$ cat src/rtl/vga_timing_gen.sv
// VGA raster timing generator: free-running pixel/line counters, sync/blank
// decode, and a configurable delay line aligning sync/blank with pipelined pixel data.
module vga_timing_gen #(
    parameter int H_ACTIVE   = 640,
    parameter int H_FP       = 16,
    parameter int H_SYNC     = 96,
    parameter int H_BP       = 48,
    parameter int V_ACTIVE   = 480,
    parameter int V_FP       = 10,
    parameter int V_SYNC     = 2,
    parameter int V_BP       = 33,
    parameter bit H_POL      = 1'b0,
    parameter bit V_POL      = 1'b0,
    parameter int PIPE_DELAY = 2,
    parameter int COORD_W    = 12
) (
    input  logic               i_clk,
    input  logic               i_rst,
    input  logic               i_en,
    output logic [COORD_W-1:0] o_x,
    output logic [COORD_W-1:0] o_y,
    output logic               o_active,
    output logic               o_line_start,
    output logic               o_frame_start,
    output logic               o_hsync,
    output logic               o_vsync,
    output logic               o_blank
);

    localparam int H_TOTAL = H_ACTIVE + H_FP + H_SYNC + H_BP;
    localparam int V_TOTAL = V_ACTIVE + V_FP + V_SYNC + V_BP;

    localparam logic [COORD_W-1:0] H_LAST     = COORD_W'(H_TOTAL - 1);
    localparam logic [COORD_W-1:0] V_LAST     = COORD_W'(V_TOTAL - 1);
    localparam logic [COORD_W-1:0] H_ACT_END  = COORD_W'(H_ACTIVE);
    localparam logic [COORD_W-1:0] V_ACT_END  = COORD_W'(V_ACTIVE);
    localparam logic [COORD_W-1:0] H_SYNC_BEG = COORD_W'(H_ACTIVE + H_FP);
    localparam logic [COORD_W-1:0] H_SYNC_END = COORD_W'(H_ACTIVE + H_FP + H_SYNC);
    localparam logic [COORD_W-1:0] V_SYNC_BEG = COORD_W'(V_ACTIVE + V_FP);
    localparam logic [COORD_W-1:0] V_SYNC_END = COORD_W'(V_ACTIVE + V_FP + V_SYNC);

    if (H_TOTAL > (1 << COORD_W)) begin : g_bad_h_total
        $error("vga_timing_gen: H_TOTAL does not fit in COORD_W bits");
    end
    if (V_TOTAL > (1 << COORD_W)) begin : g_bad_v_total
        $error("vga_timing_gen: V_TOTAL does not fit in COORD_W bits");
    end
    if (PIPE_DELAY < 0 || PIPE_DELAY > 15) begin : g_bad_pipe_delay
        $error("vga_timing_gen: PIPE_DELAY must be in 0..15");
    end

    logic [COORD_W-1:0] h_cnt_q, h_cnt_d;
    logic [COORD_W-1:0] v_cnt_q, v_cnt_d;
    logic               active_raw;
    logic               hs_raw, vs_raw, blank_raw;

    always_comb begin
        h_cnt_d = h_cnt_q;
        v_cnt_d = v_cnt_q;
        if (i_en) begin
            if (h_cnt_q == H_LAST) begin
                h_cnt_d = '0;
                v_cnt_d = (v_cnt_q == V_LAST) ? '0 : v_cnt_q + 1'b1;
            end else begin
                h_cnt_d = h_cnt_q + 1'b1;
            end
        end
    end

    always_ff @(posedge i_clk) begin
        if (!i_rst) begin
            h_cnt_q <= '0;
            v_cnt_q <= '0;
        end else begin
            h_cnt_q <= h_cnt_d;
            v_cnt_q <= v_cnt_d;
        end
    end

    assign o_x = h_cnt_q;
    assign o_y = v_cnt_q;

    // Strobes are gated by reset so the pixel source sees nothing while held.
    assign active_raw    = (h_cnt_q < H_ACT_END) && (v_cnt_q < V_ACT_END);
    assign o_active      = i_rst && active_raw;
    assign o_line_start  = i_rst && (h_cnt_q == '0);
    assign o_frame_start = o_line_start && (v_cnt_q == '0);

    assign hs_raw    = ((h_cnt_q >= H_SYNC_BEG) && (h_cnt_q < H_SYNC_END)) ? H_POL : ~H_POL;
    assign vs_raw    = ((v_cnt_q >= V_SYNC_BEG) && (v_cnt_q < V_SYNC_END)) ? V_POL : ~V_POL;
    assign blank_raw = ~o_active;

    if (PIPE_DELAY == 0) begin : g_no_delay
        assign o_hsync = hs_raw;
        assign o_vsync = vs_raw;
        assign o_blank = blank_raw;
    end else begin : g_delay
        localparam logic [2:0] RST_WORD = {~H_POL, ~V_POL, 1'b1};

        logic [2:0] pipe_q [PIPE_DELAY];
        logic [2:0] pipe_d [PIPE_DELAY];

        always_comb begin
            pipe_d = pipe_q;
            if (i_en) begin
                pipe_d[0] = {hs_raw, vs_raw, blank_raw};
                for (int i = 1; i < PIPE_DELAY; i++) begin
                    pipe_d[i] = pipe_q[i-1];
                end
            end
        end

        always_ff @(posedge i_clk) begin
            if (!i_rst) begin
                for (int i = 0; i < PIPE_DELAY; i++) begin
                    pipe_q[i] <= RST_WORD;
                end
            end else begin
                pipe_q <= pipe_d;
            end
        end

        assign {o_hsync, o_vsync, o_blank} = pipe_q[PIPE_DELAY-1];
    end

endmodule

$ cat config.mk
export PLATFORM = sky130hd
export DESIGN_NAME = vga_timing_gen
export DESIGN_NICKNAME = d
export VERILOG_FILES = /design/src/rtl/vga_timing_gen.sv
export SDC_FILE = /design/constraint.sdc
export NUM_CORES = 1
export LEC_CHECK = 0
export BUFFER_PORTS_ARGS = -buffer_cell sky130_fd_sc_hd__buf_4
export CAP_MARGIN = 20
export CORE_MARGIN = 2
export CORE_UTILIZATION = 27
export CTS_BUF_LIST = sky130_fd_sc_hd__clkbuf_4 sky130_fd_sc_hd__clkbuf_8
export DETAILED_ROUTE_END_ITERATION = 7
export PLACE_DENSITY_LB_ADDON = 0.05
export SYNTH_ARGS = -nofsm -noshare
export SYNTH_HDL_FRONTEND = slang
export SYNTH_SLANG_ARGS = --single-unit
$ cat constraint.sdc
create_clock -name i_clk -period 2.14 [get_ports i_clk]
set_clock_uncertainty 0.05 [all_clocks]
set_input_delay 0.428 -clock i_clk [delete_from_list [all_inputs] [get_ports i_clk]]
set_output_delay 0.428 -clock i_clk [all_outputs]
set_load 0.01 [all_outputs]
# After elaboration in Yosys (flattened, before gate mapping)
# Index checks and enable logic that the tools add are counted.
[totals]
reg_bits = 30
in_bits = 3
out_inout_bits = 30
elab_cells = 28
[classes]
add_sub_neg = 2
magnitude_cmp = 6
eq_ne = 2
muxes = 4
n_bitwise = 1
reduce_logical = 9
[op_table]
columns = ["operator", "count"]
rows = [
  ["$add 12x1->12 const B", 2],
  ["$eq 12x10->1 const B", 2],
  ["$logic_not 12->1", 2],
  ["$lt 12x10->1 const B", 2],
  ["$lt 12x9->1 const B", 2],
  ["$mux 12", 2],
  ["$ge 12x10->1 const B", 1],
  ["$ge 12x9->1 const B", 1],
  ["$logic_and 1x1->1", 6],
  ["$mux 1", 2],
  ["$reduce_and 2->1", 1],
  ["$not 1->1", 1],
]

# Depth between registers and ports, before layout
# Gate-level depths: netlist of the first run.
[depth]
word_depth = 4
ltp_mapped = 7
mapped_depth_nobuf = 6

# Worst setup path before layout of the first run
# Ideal clock, no wire load.
[synth_path]
kind = "reg2reg"
from = "register h_cnt_q[4] (netlist: o_x[4])"
to = "register v_cnt_q[11] (netlist: o_y[11])"
setup_time_ps = 70
arrival_ps = 2165
required_ps = 2020
setup_slack_ps = -145
path_stages_with_launch = 5
n_path_buf = 0
synth_period_minus_slack_ps = 2285
path_cell_list = "dfxtp_1 or4b_4 or4_4 or4_1 a21oi_1"
[synth_via]
elab_chain_len = 2
[synth_rtl]
columns = ["element", "line_no", "source"]
rows = [
  ["start: declaration", "52", "logic [COORD_W-1:0] h_cnt_q, h_cnt_d;"],
  ["start signal: assignment", "75", "h_cnt_q <= h_cnt_d;"],
  ["$eq 12x10->1", "61", "if (h_cnt_q == H_LAST) begin"],
  ["$reduce_and 2->1 (no line)", "n/a", ""],
  ["end signal: assignment", "76", "v_cnt_q <= v_cnt_d;"],
  ["end: declaration", "53", "logic [COORD_W-1:0] v_cnt_q, v_cnt_d;"],
]
# No other way between the ends.
# A chain may end at the register's enable or synchronous reset.

# Final worst setup path of the first run
[layout_path]
from = "register h_cnt_q[4] (netlist: o_x[4])"
to = "output o_frame_start"
[layout_via]
elab_chain_len = 3
[layout_rtl]
columns = ["element", "line_no", "source"]
rows = [
  ["$logic_not 12->1", "86", "assign o_line_start = i_rst && (h_cnt_q == '0);"],
  ["$logic_and 1x1->1", "86", ""],
  ["$logic_and 1x1->1", "87", "assign o_frame_start = o_line_start && (v_cnt_q == '0);"],
  ["end: declaration", "24", "output logic o_frame_start,"],
]
# No other way between the ends.

==> results of run 1 <==
synthesized netlist by cell type, drive strengths merged, types with 4 or more instances:
cell type and n:
xnor2 8, a21oi 8, nor2 18, or4 4, buf 4, nand2 18
inv 5, ha 4, or3 8, nor4 6, o21ai 10, nand3 10
nand4 7, mux2i 4, dfxtp 30, xor2 4
area by class of cell:
class / instances / share of cell area
inverter: 5 / 0.00864
timing repair buffer: 54 / 0.196
multi-input combinational: 133 / 0.424
clock buffer: 8 / 0.0507
sequential: 30 / 0.279
tap: 72 / 0.0415
report_power, final:
| part | internal (mW) | leakage, nW | switching [mW] | total (mW) |
|---|---|---|---|---|
| Combinational | 0.0447 | 0.572 | 0.0404 | 0.0851 |
| Sequential | 0.564 | 0.245 | 0.00371 | 0.568 |
| Clock | 0.325 | 0.0575 | 0.219 | 0.544 |
layout by cell type, fill, tap and decap left out, types with 3 or more instances in the layout:
master,n
dfxtp_2,5
buf_4,51
nand2_1,18
o21ai_0,7
xor2_1,4
xnor2_1,8
dfxtp_1,25
nor2_1,17
nand3_1,10
nand4_1,6
inv_1,5
or3_1,7
clkbuf_8,8
ha_1,4
a21oi_1,6
nor4_1,3
o31ai_1,3
mux2i_1,4
sequential cells by signal (all words and copies together) (netlist names):
name            cells
g_delay.pipe_q      3
o_y                12
o_vsync             1
o_hsync             1
o_blank             1
o_x                12
worst min path at each step:
stage	from	endpoint	slack [ns]
4_1_cts	i_rst	o_hsync$_SDFFE_PN1P_	0.35
6_report	i_rst	o_hsync$_SDFFE_PN1P_	0.36
3_5_place_dp	o_blank$_SDFFE_PN1P_	o_blank$_SDFFE_PN1P_	0.41
2_1_floorplan	g_delay.pipe_q[5]$_SDFFE_PN1P_	o_hsync$_SDFFE_PN1P_	0.39
5_1_grt	i_rst	o_vsync$_SDFFE_PN1P_	0.35
3_3_place_gp	o_blank$_SDFFE_PN1P_	o_blank$_SDFFE_PN1P_	0.41
logic make-up (layout without fill, tap and decap cells):
family,Yosys count,count (layout)
simple gates,89,89
flops,30,30
compound gates,24,24
xor+xnor,12,12
buf+inv,11,67
fa+ha+maj,4,4
mux,4,4
per-stage QoR:
stage / std cells / area, um^2 / utilization
finish: 302 / 2170 / 0.397
global placement: 293 / 1990 / 0.364
detailed placement: 293 / 1990 / 0.364
global route: 302 / 2170 / 0.397
floorplan: 174 / 1530 / -
CTS: 302 / 2150 / 0.393
repair_timing:
item | 4_1_cts | 5_1_grt
gates cloned | 0 | 0
gates resized for setup | 10 | 4
hold endpoints to repair | 0 | 0
pin swaps | 2 | 8
endpoints found under the setup margin | 2 | 6
setup buffers | 1 | 0
layer usage:
layer | wire length [um] | vias to the layer above
met1 | 1930 | 698
met2 | 2030 | 31
met3 | 160 | 6
met5 | 0 | -
li1 | - | 738
met4 | 49 | 0
==> metrics.cfg, run 1 <==
[outcome]
status=finished, violations left
violations=negative setup slack

[place]
hpwl_um=3060
dp_slack_ns=0.0193
port_buffers=32
gp_congestion=0.724

[routing]
ant_nets=0
vias=1473
viasPerCell=4.88
wl_um=4180
drtIter0Drc=60
first_pass_iters=4
routedWlPerCell_um=13.8
drc=0

[timing]
finalSetupTns_ns=-0.00287
worst_pin_slew_ns=0.366
timing.hold.ws_ns=0.357
relSlewSlack=0.754
worst_slack_ns=-0.00287
finalCriticalPeriod_ns=2.14
fmax_mhz=467
setup_viol=1
period_share=1.00
slew_violations=0
rsz0062_at_grt=yes
final-hold-violation-count=0

[synth]
yosysTopAreaCellShare=0.396
async_reset_ff_frac=0
synth_compound_area_frac=0.0941
synthAdderAreaFrac=0.0330
synth-simple-area-share=0.346
synth_top_family_by_area=simple AND/OR/NAND/NOR gates
avgSynthCellArea_um2=8.72
ys_warn_count=0
yosysUniqueCellTypes=41
synth_seq_area_share=0.396
postSynthCellCount=174
ys_ff_latch=30
syn_nets=181
synth_area_um2=1520
synth_edf_count=0
yosys-top-cells-area=dfxtp_1 40%, xnor2_1 4.6%, nand2_1 4.5%
synth_top_area_cell=dfxtp_1
muxShareOfSynthArea=0.0264
synth_xor_area_frac=0.0693
synthFlopType=dfxtp_1

[worst_setup_path]
cp-end-kind=primary output
worst_setup_path_start_kind=register
critPathCapture=o_frame_start
critical_path.top_delay_family=simple AND/OR/NAND/NOR gates
crit_required_ns=1.66
rrSetupSlack_ns=0.04
crit_type=reg -> out
critical_path.startpoint=o_x[4]$_SDFFE_PN0P_
crit_slowest_cell=or3_4
crit_path_max_incr_delay_ns=0.40
reg2reg_depth=5
critPathArrivalTime_ns=1.66
worstPathMaxFanout=3
r2r-end=o_y[8]$_SDFFE_PN0P_
crit_cells=4
cp_cell_sequence=or3_4 -> nor4_4 -> nor3b_2 -> buf_4
r2r-start=o_x[5]$_SDFFE_PN0P_
path_buf_inv=1

[die]
start_util=0.277
die_area_um2=6230
core_um2=5470
fp.dieH_um=78.9
core.rowCount=27
die_width_um=78.9
io_pins=33

[global_route]
use_met3=0.0386
grt_pass1_vias=1351
globalRouteOverflowTotal=0
grt_start_max_net_pins=15
grt_pass1_wl_um=6730
grtUsageMet2=0.230
top_usage_layer=met2
antenna_found_initial=0
track_usage=0.140
grt_use_met1=0.180

[power_and_ir_drop]
peakVddDrop_mv=0.220
finalPower_mw=1.20
powerDensity_nw_per_um2=551
p_leak_nw=0.874

[final_layout]
drive_gt1_frac=0.365
regArea_um2=607
diodes=0
multi_input_area_um2=921
nNetsFinal=236
n_fill_cell=587
syn_to_final_growth_pct=43.2

[clock_tree]
tritoncts=built
root_buffer=clkbuf_8
clk_path_buf_depth=2
clk_latency_ns=0.28
htree_levels=2
path_clk_slew_ns=0.07
cts_buffers=5
cts_hold_buf=0
cts_sinks=30

[hold_path]
min_path_type=in -> reg
whs_path_depth=2

[run]
max_cap_violations=0

Note: power is estimated with default switching activity, not from simulation.
==> run 2, diff against run 1 <==
--- a/config.mk
+++ b/config.mk
@@ -7,2 +7,3 @@
 export LEC_CHECK = 0
+export ABC_AREA = 1
 export BUFFER_PORTS_ARGS = -buffer_cell sky130_fd_sc_hd__buf_4
--- a/constraint.sdc
+++ b/constraint.sdc
@@ -4,2 +4,2 @@
 set_output_delay 0.428 -clock i_clk [all_outputs]
-set_load 0.01 [all_outputs]
+set_load 0.1 [all_outputs]
==> metrics.cfg, run 2 <==
[routing]
vias=1594  ; was 1473
ant_nets=0  ; unchanged
viasPerCell=4.44  ; was 4.88
routedWlPerCell_um=11.7  ; was 13.8 um
first_pass_iters=4  ; unchanged
wl_um=4200  ; was 4180 um
drc=0  ; unchanged
drtIter0Drc=52  ; was 60

[final_layout]
nNetsFinal=290  ; was 236
drive_gt1_frac=0.313  ; was 0.365
diodes=0  ; unchanged
syn_to_final_growth_pct=30.4  ; was 43.2%
layout_common_cells=58 x nand2_1, 41 x nor2_1, 32 x inv_1, 30 x buf_4, 20 x dfxtp_2  ; was 51 x buf_4, 25 x dfxtp_1, 18 x nand2_1, 17 x nor2_1, 10 x nand3_1
layout_commonest_cell=nand2_1  ; was buf_4

[clock_tree]
htree_levels=2  ; unchanged
path_clk_slew_ns=0.06  ; was 0.07 ns
clk_path_buf_depth=2  ; unchanged
clk_latency_ns=0.28  ; about the same
cts_buffers=5  ; unchanged
tritoncts=built  ; unchanged
cts_sinks=30  ; unchanged
root_buffer=clkbuf_8  ; unchanged
cts_setup_buffers=0  ; was 1

[power_and_ir_drop]
finalPower_mw=1.24  ; was 1.20 mW
clockPowerShare=0.395  ; was 0.454
p_int_uw=884  ; was 934 uW
p_seq_frac=0.464  ; was 0.475
p_sw_uw=357  ; was 263 uW
peakVddDrop_mv=0.193  ; was 0.220 mV
powerDensity_nw_per_um2=577  ; was 551 nW/um^2
p_leak_nw=0.981  ; was 0.874 nW
sw_frac_of_total=0.288  ; was 0.220
power_frac_comb=0.142  ; was 0.071

[timing]
final-hold-violation-count=0  ; unchanged
relSlewSlack=0.767  ; was 0.754
setup_viol=0  ; was 1
finalCriticalPeriod_ns=2.02  ; was 2.14 ns
timing.hold.ws_ns=0.349  ; was 0.357 ns
period_share=0.946  ; was 1.00
finalSetupTns_ns=0  ; was -0.00287 ns
worst_pin_slew_ns=0.349  ; was 0.366 ns
slew_violations=0  ; unchanged
fmax_mhz=494  ; was 467 MHz

[hold_path]
min_path_type=in -> reg  ; unchanged

[synth]
synth_area_um2=1650  ; was 1520 um^2
ys_ff_latch=30  ; unchanged
syn_nets=254  ; was 181
synth_top_area_cell=dfxtp_1  ; unchanged
yosysTopAreaCellShare=0.364  ; was 0.396
yosys-top-cells-area=dfxtp_1 36%, nand2_1 13%, nor2_1 10%  ; was dfxtp_1 40%, xnor2_1 4.6%, nand2_1 4.5%
yosysUniqueCellTypes=28  ; was 41
yosys.cell_count.top_type=nand2_1  ; was dfxtp_1
synth_edf_count=0  ; unchanged
ys_top_cells_by_count=58 x nand2_1, 44 x nor2_1, 33 x inv_1, 30 x dfxtp_1, 20 x nand3_1  ; was 30 x dfxtp_1, 18 x nand2_1, 18 x nor2_1, 10 x nand3_1
ys_warn_count=0  ; unchanged
postSynthCellCount=247  ; was 174
synth_seq_area_share=0.364  ; was 0.396
async_reset_ff_frac=0  ; unchanged
avgSynthCellArea_um2=6.67  ; was 8.72 um^2
synthFlopType=dfxtp_1  ; unchanged

[die]
die_area_um2=6740  ; was 6230 um^2
start_util=0.278  ; was 0.277
core_um2=5920  ; was 5470 um^2
die_width_um=82.1  ; was 78.9 um
fp.dieH_um=82.1  ; was 78.9 um
io_pins=33  ; unchanged
core.rowCount=28  ; was 27

[global_route]
globalRouteOverflowTotal=0  ; unchanged
grt_pass1_wl_um=6880  ; was 6730 um
grt_pass1_vias=1451  ; was 1351
track_usage=0.136  ; was 0.140
antenna_found_initial=0  ; unchanged
grt_start_max_net_pins=12  ; was 15

[outcome]
status=completed  ; was finished, violations left

[worst_setup_path]
crit_type=reg -> out  ; unchanged
worst_setup_path_start_kind=register  ; unchanged
crit_required_ns=1.66  ; about the same
cp-end-kind=primary output  ; unchanged
critPathArrivalTime_ns=1.55  ; was 1.66 ns
worstPathMaxFanout=5  ; was 3

[run]
max_cap_violations=0  ; unchanged

[place]
port_buffers=32  ; unchanged
gp_congestion=0.797  ; was 0.724
hpwl_um=3150  ; was 3060 um

[run 2: cell count changes in the layout (fill, tap and decap cells not counted), sizes merged, moves of 12 or more]
| cell | previous run | this run |
|---|---|---|
| buf | 54 | 33 |
| nor2 | 18 | 52 |
| nand2 | 18 | 65 |
| nand3 | 10 | 22 |
| inv | 5 | 32 |
[run 2: critical path, cell delays in order, from the launching register on]
cell     delay, ns
dfxtp_2       0.35
inv_1         0.08
ha_1          0.14
inv_1         0.05
nor4_2        0.14
nand3_1       0.18
nor2_4        0.14
buf_12        0.18
[run 2: timing repair]
item | in CTS | in global routing
setup endpoints to repair | 2 | 3
hold buffers | 0 | 0
endpoints found under the hold margin | 0 | 0
resized for setup | 3 | 6
pin swaps | 0 | 2
[run 2: routing by layer]
metal / global-route usage / up-vias / wire length (um)
met5: 0 / - / 0
met3: 0.0413 / 5 / 192
met1: 0.184 / 710 / 2060
li1: - / 844 / -
met4: 0.0450 / 0 / 54
met2: 0.207 / 35 / 1890
[run 2: logic make-up (layout without fill, tap and decap cells)]
logic type               count (synthesis)  count (layout)  share of synthesized area
AO/OA/AOI/OAI                           18              18                     0.0577
XOR/XNOR                                 2               2                     0.0106
AND/OR/NAND/NOR                        156             156                      0.446
buffers and inverters                   37              74                     0.0904
flip-flops                              30              30                      0.364
adder cells (fa/ha/maj)                  4               4                     0.0304
[run 2: path summary, 6_finish.rpt]
kind,from,end,slack (ns),depth (start not counted)
worst min register to register,o_vsync$_SDFFE_PN1P_,o_vsync$_SDFFE_PN1P_,0.41,2
worst max-delay path,o_y[0]$_SDFFE_PN0P_,o_frame_start,0.12,7
worst max register to register,o_x[0]$_SDFFE_PN0P_,o_y[11]$_SDFFE_PN0P_,0.47,8
worst min-delay path,i_rst,o_blank$_SDFFE_PN1P_,0.35,2
[run 2: power groups by stage]
stage	clock, mW	combinational (mW)	sequential, mW
after global placement	0	0.167	0.588
after global routing	0.541	0.185	0.577
after CTS	0.514	0.171	0.576
after floorplan	0	0.0840	0.637
final	0.490	0.176	0.576
after detailed placement	0	0.167	0.588
[run 2: cell type report]
cell class | instances | area, um^2
Clock inverter | 1 | 5.00
Inverter | 33 | 128
Sequential cell | 30 | 633
Fill cell | 652 | 3770
Timing Repair Buffer | 33 | 268
Tap cell | 75 | 93.8
Multi-Input combinational cell | 180 | 932
Clock buffer | 7 | 90.1
[run 2: metrics by stage]
step | util | area (um^2) | cells | worst slack [ns]
after global routing | 0.363 | 2150 | 359 | -0.0168
after floorplan | - | 1700 | 247 | 0.00156
final | 0.363 | 2150 | 359 | 0.117
after CTS | 0.359 | 2120 | 359 | 0.0217
after detailed placement | 0.340 | 2020 | 351 | 0.217
after global placement | 0.340 | 2020 | 351 | 0.242
